`config.mk`:
```
export PLATFORM = sky130hd
export DESIGN_NAME = i3c_sram_fifo_ctrl
export DESIGN_NICKNAME = d
export VERILOG_FILES = /design/src/rtl/i3c_sram_fifo_ctrl.sv
export SDC_FILE = /design/constraint.sdc
export NUM_CORES = 1
export LEC_CHECK = 0
export ABC_AREA = 1
export CORE_UTILIZATION = 41
export DETAILED_ROUTE_END_ITERATION = 7
export GPL_ROUTABILITY_DRIVEN = 0
export PLACE_DENSITY = 0.87
export SYNTH_ARGS = -nofsm -noshare
export SYNTH_HDL_FRONTEND = slang
export SYNTH_SLANG_ARGS = --single-unit
```
`constraint.sdc`:
```
create_clock -name clk_i -period 3.7 [get_ports clk_i]
set_clock_uncertainty 0.2 [all_clocks]
set_input_delay 0.925 -clock clk_i [delete_from_list [all_inputs] [get_ports clk_i]]
set_output_delay 0.925 -clock clk_i [all_outputs]
set_load 0.01 [all_outputs]
```
`src/rtl/i3c_sram_fifo_ctrl.sv`:
```
`default_nettype none
// ============================================================================
// Module   : i3c_sram_fifo_ctrl
// Desc     : Valid/ready FIFO controller using a 1-port SRAM as storage, with a
//            registered output stage. Optional macro I3C_SRAM_FIFO_BYPASS_EN
//            lets a write into an empty FIFO load the output register directly.
// Revision : 1.0 - initial release
// ============================================================================
module i3c_sram_fifo_ctrl #(
  parameter  int Width = 32,
  parameter  int Depth = 64,
  localparam int Aw    = $clog2(Depth),
  localparam int Cw    = $clog2(Depth + 2)
) (
  input  logic             clk_i,
  input  logic             rst_i,
  input  logic             flush_i,
  input  logic             wvalid_i,
  output logic             wready_o,
  input  logic [Width-1:0] wdata_i,
  output logic             rvalid_o,
  input  logic             rready_i,
  output logic [Width-1:0] rdata_o,
  output logic [Cw-1:0]    depth_o,
  output logic             full_o,
  output logic             empty_o,
  output logic             ram_req_o,
  output logic             ram_write_o,
  output logic [Aw-1:0]    ram_addr_o,
  output logic [Width-1:0] ram_wdata_o,
  output logic [Width-1:0] ram_wmask_o,
  input  logic [Width-1:0] ram_rdata_i
);

  typedef enum logic [1:0] {
    ST_EMPTY = 2'd0,
    ST_FETCH = 2'd1,
    ST_FULL  = 2'd2
  } state_e;

  localparam logic [Aw-1:0] c_last_addr  = Aw'(Depth - 1);
  localparam logic [Cw-1:0] c_depth      = Cw'(Depth);
  localparam logic [Cw-1:0] c_full_depth = Cw'(Depth + 1);

  state_e           r_state;
  state_e           w_state_nxt;
  logic [Aw-1:0]    r_wptr;
  logic [Aw-1:0]    r_rptr;
  logic [Cw-1:0]    r_ram_cnt;
  logic [Width-1:0] r_rdata;
  logic             w_pop;
  logic             w_rd_go;
  logic             w_wr_acc;
  logic             w_wr_ram;
  logic             w_bypass;

  assign w_pop    = (r_state == ST_FULL) && rready_i;
  // The read owns the port; the following FETCH cycle always frees it for writes.
  assign w_rd_go  = (r_ram_cnt != '0) && ((r_state == ST_EMPTY) || w_pop) && !flush_i;
  assign wready_o = (r_ram_cnt < c_depth) && !w_rd_go && !flush_i;
  assign w_wr_acc = wvalid_i && wready_o;

`ifdef I3C_SRAM_FIFO_BYPASS_EN
  assign w_bypass = w_wr_acc && (r_ram_cnt == '0) && ((r_state == ST_EMPTY) || w_pop);
`else
  assign w_bypass = 1'b0;
`endif

  assign w_wr_ram = w_wr_acc && !w_bypass;

  always_comb begin
    w_state_nxt = r_state;
    case (r_state)
      ST_EMPTY: begin
        if (w_rd_go)       w_state_nxt = ST_FETCH;
        else if (w_bypass) w_state_nxt = ST_FULL;
      end
      ST_FETCH: w_state_nxt = ST_FULL;
      ST_FULL: begin
        if (w_rd_go)       w_state_nxt = ST_FETCH;
        else if (w_bypass) w_state_nxt = ST_FULL;
        else if (w_pop)    w_state_nxt = ST_EMPTY;
      end
      default: w_state_nxt = ST_EMPTY;
    endcase
    if (flush_i) w_state_nxt = ST_EMPTY;
  end

  always_ff @(posedge clk_i) begin
    if (rst_i) begin
      r_state   <= ST_EMPTY;
      r_wptr    <= '0;
      r_rptr    <= '0;
      r_ram_cnt <= '0;
      r_rdata   <= '0;
    end else begin
      r_state <= w_state_nxt;
      if (flush_i) begin
        // A read landing this cycle is dropped; rdata keeps its old value.
        r_wptr    <= '0;
        r_rptr    <= '0;
        r_ram_cnt <= '0;
      end else begin
        if (w_wr_ram) r_wptr <= (r_wptr == c_last_addr) ? '0 : r_wptr + 1'b1;
        if (w_rd_go)  r_rptr <= (r_rptr == c_last_addr) ? '0 : r_rptr + 1'b1;
        if (w_wr_ram)     r_ram_cnt <= r_ram_cnt + 1'b1;
        else if (w_rd_go) r_ram_cnt <= r_ram_cnt - 1'b1;
        if (r_state == ST_FETCH) r_rdata <= ram_rdata_i;
        else if (w_bypass)       r_rdata <= wdata_i;
      end
    end
  end

  assign rvalid_o    = (r_state == ST_FULL);
  assign rdata_o     = r_rdata;
  assign depth_o     = r_ram_cnt + {{(Cw-1){1'b0}}, (r_state != ST_EMPTY)};
  assign full_o      = (depth_o == c_full_depth);
  assign empty_o     = (depth_o == '0);
  assign ram_req_o   = w_rd_go | w_wr_ram;
  assign ram_write_o = !w_rd_go;
  assign ram_addr_o  = w_rd_go ? r_rptr : r_wptr;
  assign ram_wdata_o = wdata_i;
  assign ram_wmask_o = '1;

endmodule
`default_nettype wire
```
Word level (Yosys, flattened, before mapping)
Index checks and enable logic that the tools add are counted.
{"block": "totals", "ff_bits": 53, "in_bits": 69, "out_inout_bits": 115}
{"block": "op_classes", "n_addsub": 5, "magnitude_cmp": 1, "n_eq_ne": 7, "n_mux": 9, "bitwise_logic": 2, "reduce_logical": 17}
{"op": "$mux 6", "n": 3}
{"op": "$mux 7", "n": 2}
{"op": "$add 6x1->6 const B", "n": 2}
{"op": "$eq 6x6->1 const B", "n": 2}
{"op": "$add 7x1->7", "n": 1}
{"op": "$add 7x1->7 const B", "n": 1}
{"op": "$eq 7x7->1 const B", "n": 1}
{"op": "$logic_not 7->1", "n": 1}
{"op": "$lt 7x7->1 const B", "n": 1}
{"op": "$reduce_bool 7->1", "n": 1}
{"op": "$sub 7x1->7 const B", "n": 1}
{"op": "$logic_and 1x1->1", "n": 6}
{"op": "$mux 2", "n": 3}
{"op": "$pmux 2 s3", "n": 1}
{"op": "$reduce_and 2->1", "n": 2}
{"op": "$reduce_bool 2->1", "n": 2}
{"op": "$ne 3x1->1 const B", "n": 1}
{"op": "$eq 2x1->1 const B", "n": 1}
{"op": "$eq 2x2->1 const B", "n": 1}
{"op": "$logic_not 1->1", "n": 2}
{"op": "$logic_not 2->1", "n": 1}
{"op": "$ne 2x2->1 const B", "n": 1}
{"op": "$reduce_or 2->1", "n": 1}
{"op": "$logic_or 1x1->1", "n": 1}
{"op": "2 further kinds", "n": 2}

Depth between registers and ports, before layout
Gate-level depths: netlist (run 1).
{"block": "depth", "word_depth": 10, "mapped_depth": 15}

Least setup slack after synthesis (run 1)
OpenSTA, ideal clock, no wires.
{"block": "synth_timing", "kind": "input to output", "startpoint": "in flush_i", "endpoint": "out ram_addr_o[2]", "t_arrival_ns": 1.811, "required_ns": 2.575, "slack_ns": 0.764, "stages": 7, "n_path_buf": 2, "cell_sequence": "inv_1 > nand2_1 > nor2_1 > o21ai_2 > buf_6 > buf_2 > o21ai_0"}
{"block": "synth_between", "elab_chain_len": 3}
{"item": "start, declared", "line": "17", "source": "input logic flush_i,"}
{"item": "$logic_not 1->1", "line": "59", "source": "assign w_rd_go = (r_ram_cnt != '0) && ((r_state == ST_EMPTY) || w_pop) && !flush_i;"}
{"item": "$logic_and 1x1->1", "line": "59"}
{"item": "$mux 6", "line": "121", "source": "assign ram_addr_o = w_rd_go ? r_rptr : r_wptr;"}
{"item": "end, declared", "line": "29", "source": "output logic [Aw-1:0] ram_addr_o,"}
No other way between the ends.

Worst setup path after layout (run 1)
{"block": "layout_timing", "startpoint": "in flush_i", "endpoint": "out ram_write_o"}
{"block": "layout_between", "elab_chain_len": 3}
{"item": "$logic_not 1->1", "line": "59"}
{"item": "$logic_and 1x1->1", "line": "59"}
{"item": "$logic_not 1->1", "line": "120", "source": "assign ram_write_o = !w_rd_go;"}
{"item": "end, declared", "line": "28", "source": "output logic ram_write_o,"}
No other way between the ends.

==> results of run 1 <==
## layer usage
metal / part of all wire / up-vias / GRT usage / wire length (um)
li1: - / 1327 / - / -
met1: 0.44 / 1173 / 0.1941 / 2817
met2: 0.50 / 86 / 0.3002 / 3201
met3: 0.057 / 8 / 0.04618 / 369
met4: 0.0070 / 0 / 0.04024 / 45
met5: 0 / - / 0 / 0
## critical path: cells and delay by family
kind | cells | cell delay (ns)
buffers and inverters | 4 | 1.27
AND/OR/NAND/NOR | 2 | 0.12
AO/OA/AOI/OAI | 1 | 0.12
## area by class of cell
cell class	count	area (sq um)
flip-flops and latches	53	1064
multi-input cells	249	1315
clock buffers	6	82.58
well taps	96	120.1
repair buffers	98	967.2
clock inverters	2	37.54
fillers	667	3128
inverters	61	230.2
## cells by family (layout without fill, tap and decap cells)
family,after synthesis,in the layout,synth area share
compound gates,104,104,0.1787
xor+xnor,13,13,0.03765
fa+ha+maj,11,11,0.04799
buf+inv,138,167,0.2553
flops,53,53,0.3508
other cells,1,32,0.001240
simple gates,89,89,0.1283
## registers in the layout, summed over array words and instances (netlist names)
name,flops
rdata_o,32
r_ram_cnt,7
r_rptr,6
r_wptr,6
r_state,2
## power by group
| group | switching, mW | internal, mW |
|---|---|---|
| Sequential | 0.0362 | 0.613 |
| Clock | 0.187 | 0.220 |
| Combinational | 0.239 | 0.231 |
## repair_timing
item	4_1_cts	5_1_grt
gates cloned	0	0
setup endpoints to repair	4	6
resized for setup	4	10
## path summary, 6_finish.rpt
kind,start,to,slack (ns),cells after the start
min reg2reg,rdata_o[26],rdata_o[26],0.25,2
min,rdata_o[26],rdata_o[26],0.25,2
max,flush_i,ram_write_o,0.15,7
max reg2reg,r_ram_cnt[1],r_ram_cnt[6],1.00,15
## stage by stage
step	power (mW)	setup slack (ns)	hold slack, ns
2_1_floorplan	0.9811	0.7640	0.2435
3_3_place_gp	1.116	0.01806	0.2313
3_5_place_dp	1.130	-0.02498	0.2360
4_1_cts	1.544	0.004056	0.2502
5_1_grt	1.620	0.01053	0.2736
6_report	1.526	0.1505	0.2483
## layout by cell type (no fill, tap or decap), types with 7 or more instances in the layout
cell type	synthesis	final
conb_1	1	32
ha_1	10	9
nand2_1	39	39
nor2_1	24	24
o21ai_0	46	46
a21oi_1	51	51
clkdlybuf4s50_1	0	77
xor2_1	7	7
nand3_1	16	15
inv_1	56	56
dfxtp_1	53	51
buf_4	65	10
==> run_results.csv, run 1 <==
group,metric,value,unit
sta,setup_tns,0,ns
placed_design,dp_cells,557,
cts,tritoncts.num_buffers,5,
flow_run,maxCapViolations,0,
worst_setup_path,worstPathMaxFanout,9,
die,dieWidth,87.89,um
finish,fin_area,3816,sq um
grt,antenna_found_initial,0,
yosys,avgSynthCellArea,7.394,sq um
grt,grt_pass1_wl,10240,um
worst_setup_path,startpoint_type,"primary input",
route,drt_iter0_markers,59,
worst_setup_path,worstSetupPathType,"primary input to output pin",
cts,insertion_delay,0.30,ns
cts,clk_pin_slew,0.10,ns
grt,grt_max_degree,37,
worst_setup_path,worstPathArrival,2.42,ns
route,vias_per_cell,4.591,
worst_setup_path,cp_data_required_time,2.57,ns
yosys,post-synth-top-count-cell,"buf_4",
die,coreArea,6944,sq um
route,totalWireLength,6435,um
min_path,hold_path.class,"flip-flop to flip-flop",
sta,setup_viol,0,
route,wire_per_inst,11.39,um
sta,tightest_slew,0.8066,ns
die,initial_core_util,0.4355,
worst_setup_path,crit_top_cell,"clkdlybuf4s50_1",
sta,maxSlewHeadroom,0.4617,
yosys,ys_seq_area_frac,0.3508,
cts,cts-root-buf,"clkbuf_8",
route,via_count,2594,
grt,grt-ovfl-total,0,
sta,fmax,281.7,MHz
worst_setup_path,max_stage_delay,0.54,ns
yosys,synth_edf_count,0,
power_and_ir_drop,power_density,399.9,nW/um^2
grt,grt_pass1_vias,2341,
route,antenna_left,0,
yosys,async_flop_share,0,
power_and_ir_drop,leakage,1.606,nW
die,rows,30,
cts,cts_buffer_depth,2,
finish,postLayoutCoreUtil,0.5496,
finish,layout.cells.non_filler,565,
die,dieHeight,87.89,um
worst_setup_path,endpoint_kind,"output pin",
sta,min_period,3.549,ns
sta,maxSlewViolCount,0,
cts,cts_setup_buffers,0,
yosys,syn_area,3024,sq um
yosys,synth_top_area_frac,0.3508,
route,post-route-drc-count,0,
worst_setup_path,worstPathCellList,"clkdlybuf4s50_1, inv_1, nand2_1, nor2_1, o21ai_2, buf_4, clkdlybuf4s50_1",
yosys,synth_flop_cell,"dfxtp_1",
route,drtPass1Iterations,4,
worst_setup_path,slowest_stage,"clkdlybuf4s50_1",
status,status,"complete, no violations",
placed_design,hpwl,4818,um
finish,fin_nets,548,
finish,area_growth,26.19,%
yosys,ys.warnings.count,0,
yosys,yosysTopAreaCell,"dfxtp_1",
die,ioPinCount,184,
finish,drive_gt1_frac,0.07036,
cts,htree_levels,2,
placed_design,placed_cell_area,3677,sq um
placed_design,port-buffer-count,87,
power_and_ir_drop,peakVddDrop,197.4,uV
yosys,synth.area.top_cells,"dfxtp_1, buf_4, a21oi_1, o21ai_0, inv_1",
cts,cts_tree,"yes",
cts,cts_sinks,53,
grt,grt.total_usage,0.1664,
sta,rsz0062_at_grt,"no",
yosys,ys_ff_latch,53,
yosys,synthCells,409,
yosys,synth_cell_types,30,
die,dieArea,7724,sq um
sta,finalCritPeriodShare,0.9593,
yosys,synth_common_cells,"buf_4, inv_1, dfxtp_1",
cts,ctsHoldBuffers,0,
finish,num_antenna_cells,0,
sta,finalHoldViolations,0,
(Power assumes the default switching activity.)
==> inputs of run 2 (changes only) <==
--- a/config.mk
+++ b/config.mk
@@ -6,6 +6,7 @@
 export NUM_CORES = 1
 export LEC_CHECK = 0
 export ABC_AREA = 1
+export ABC_CLOCK_PERIOD_IN_PS = 3700
 export CORE_UTILIZATION = 41
 export DETAILED_ROUTE_END_ITERATION = 7
 export GPL_ROUTABILITY_DRIVEN = 0
==> results of run 2 <==
No change in the layout: final DEF, timing and power equal those of run 1.
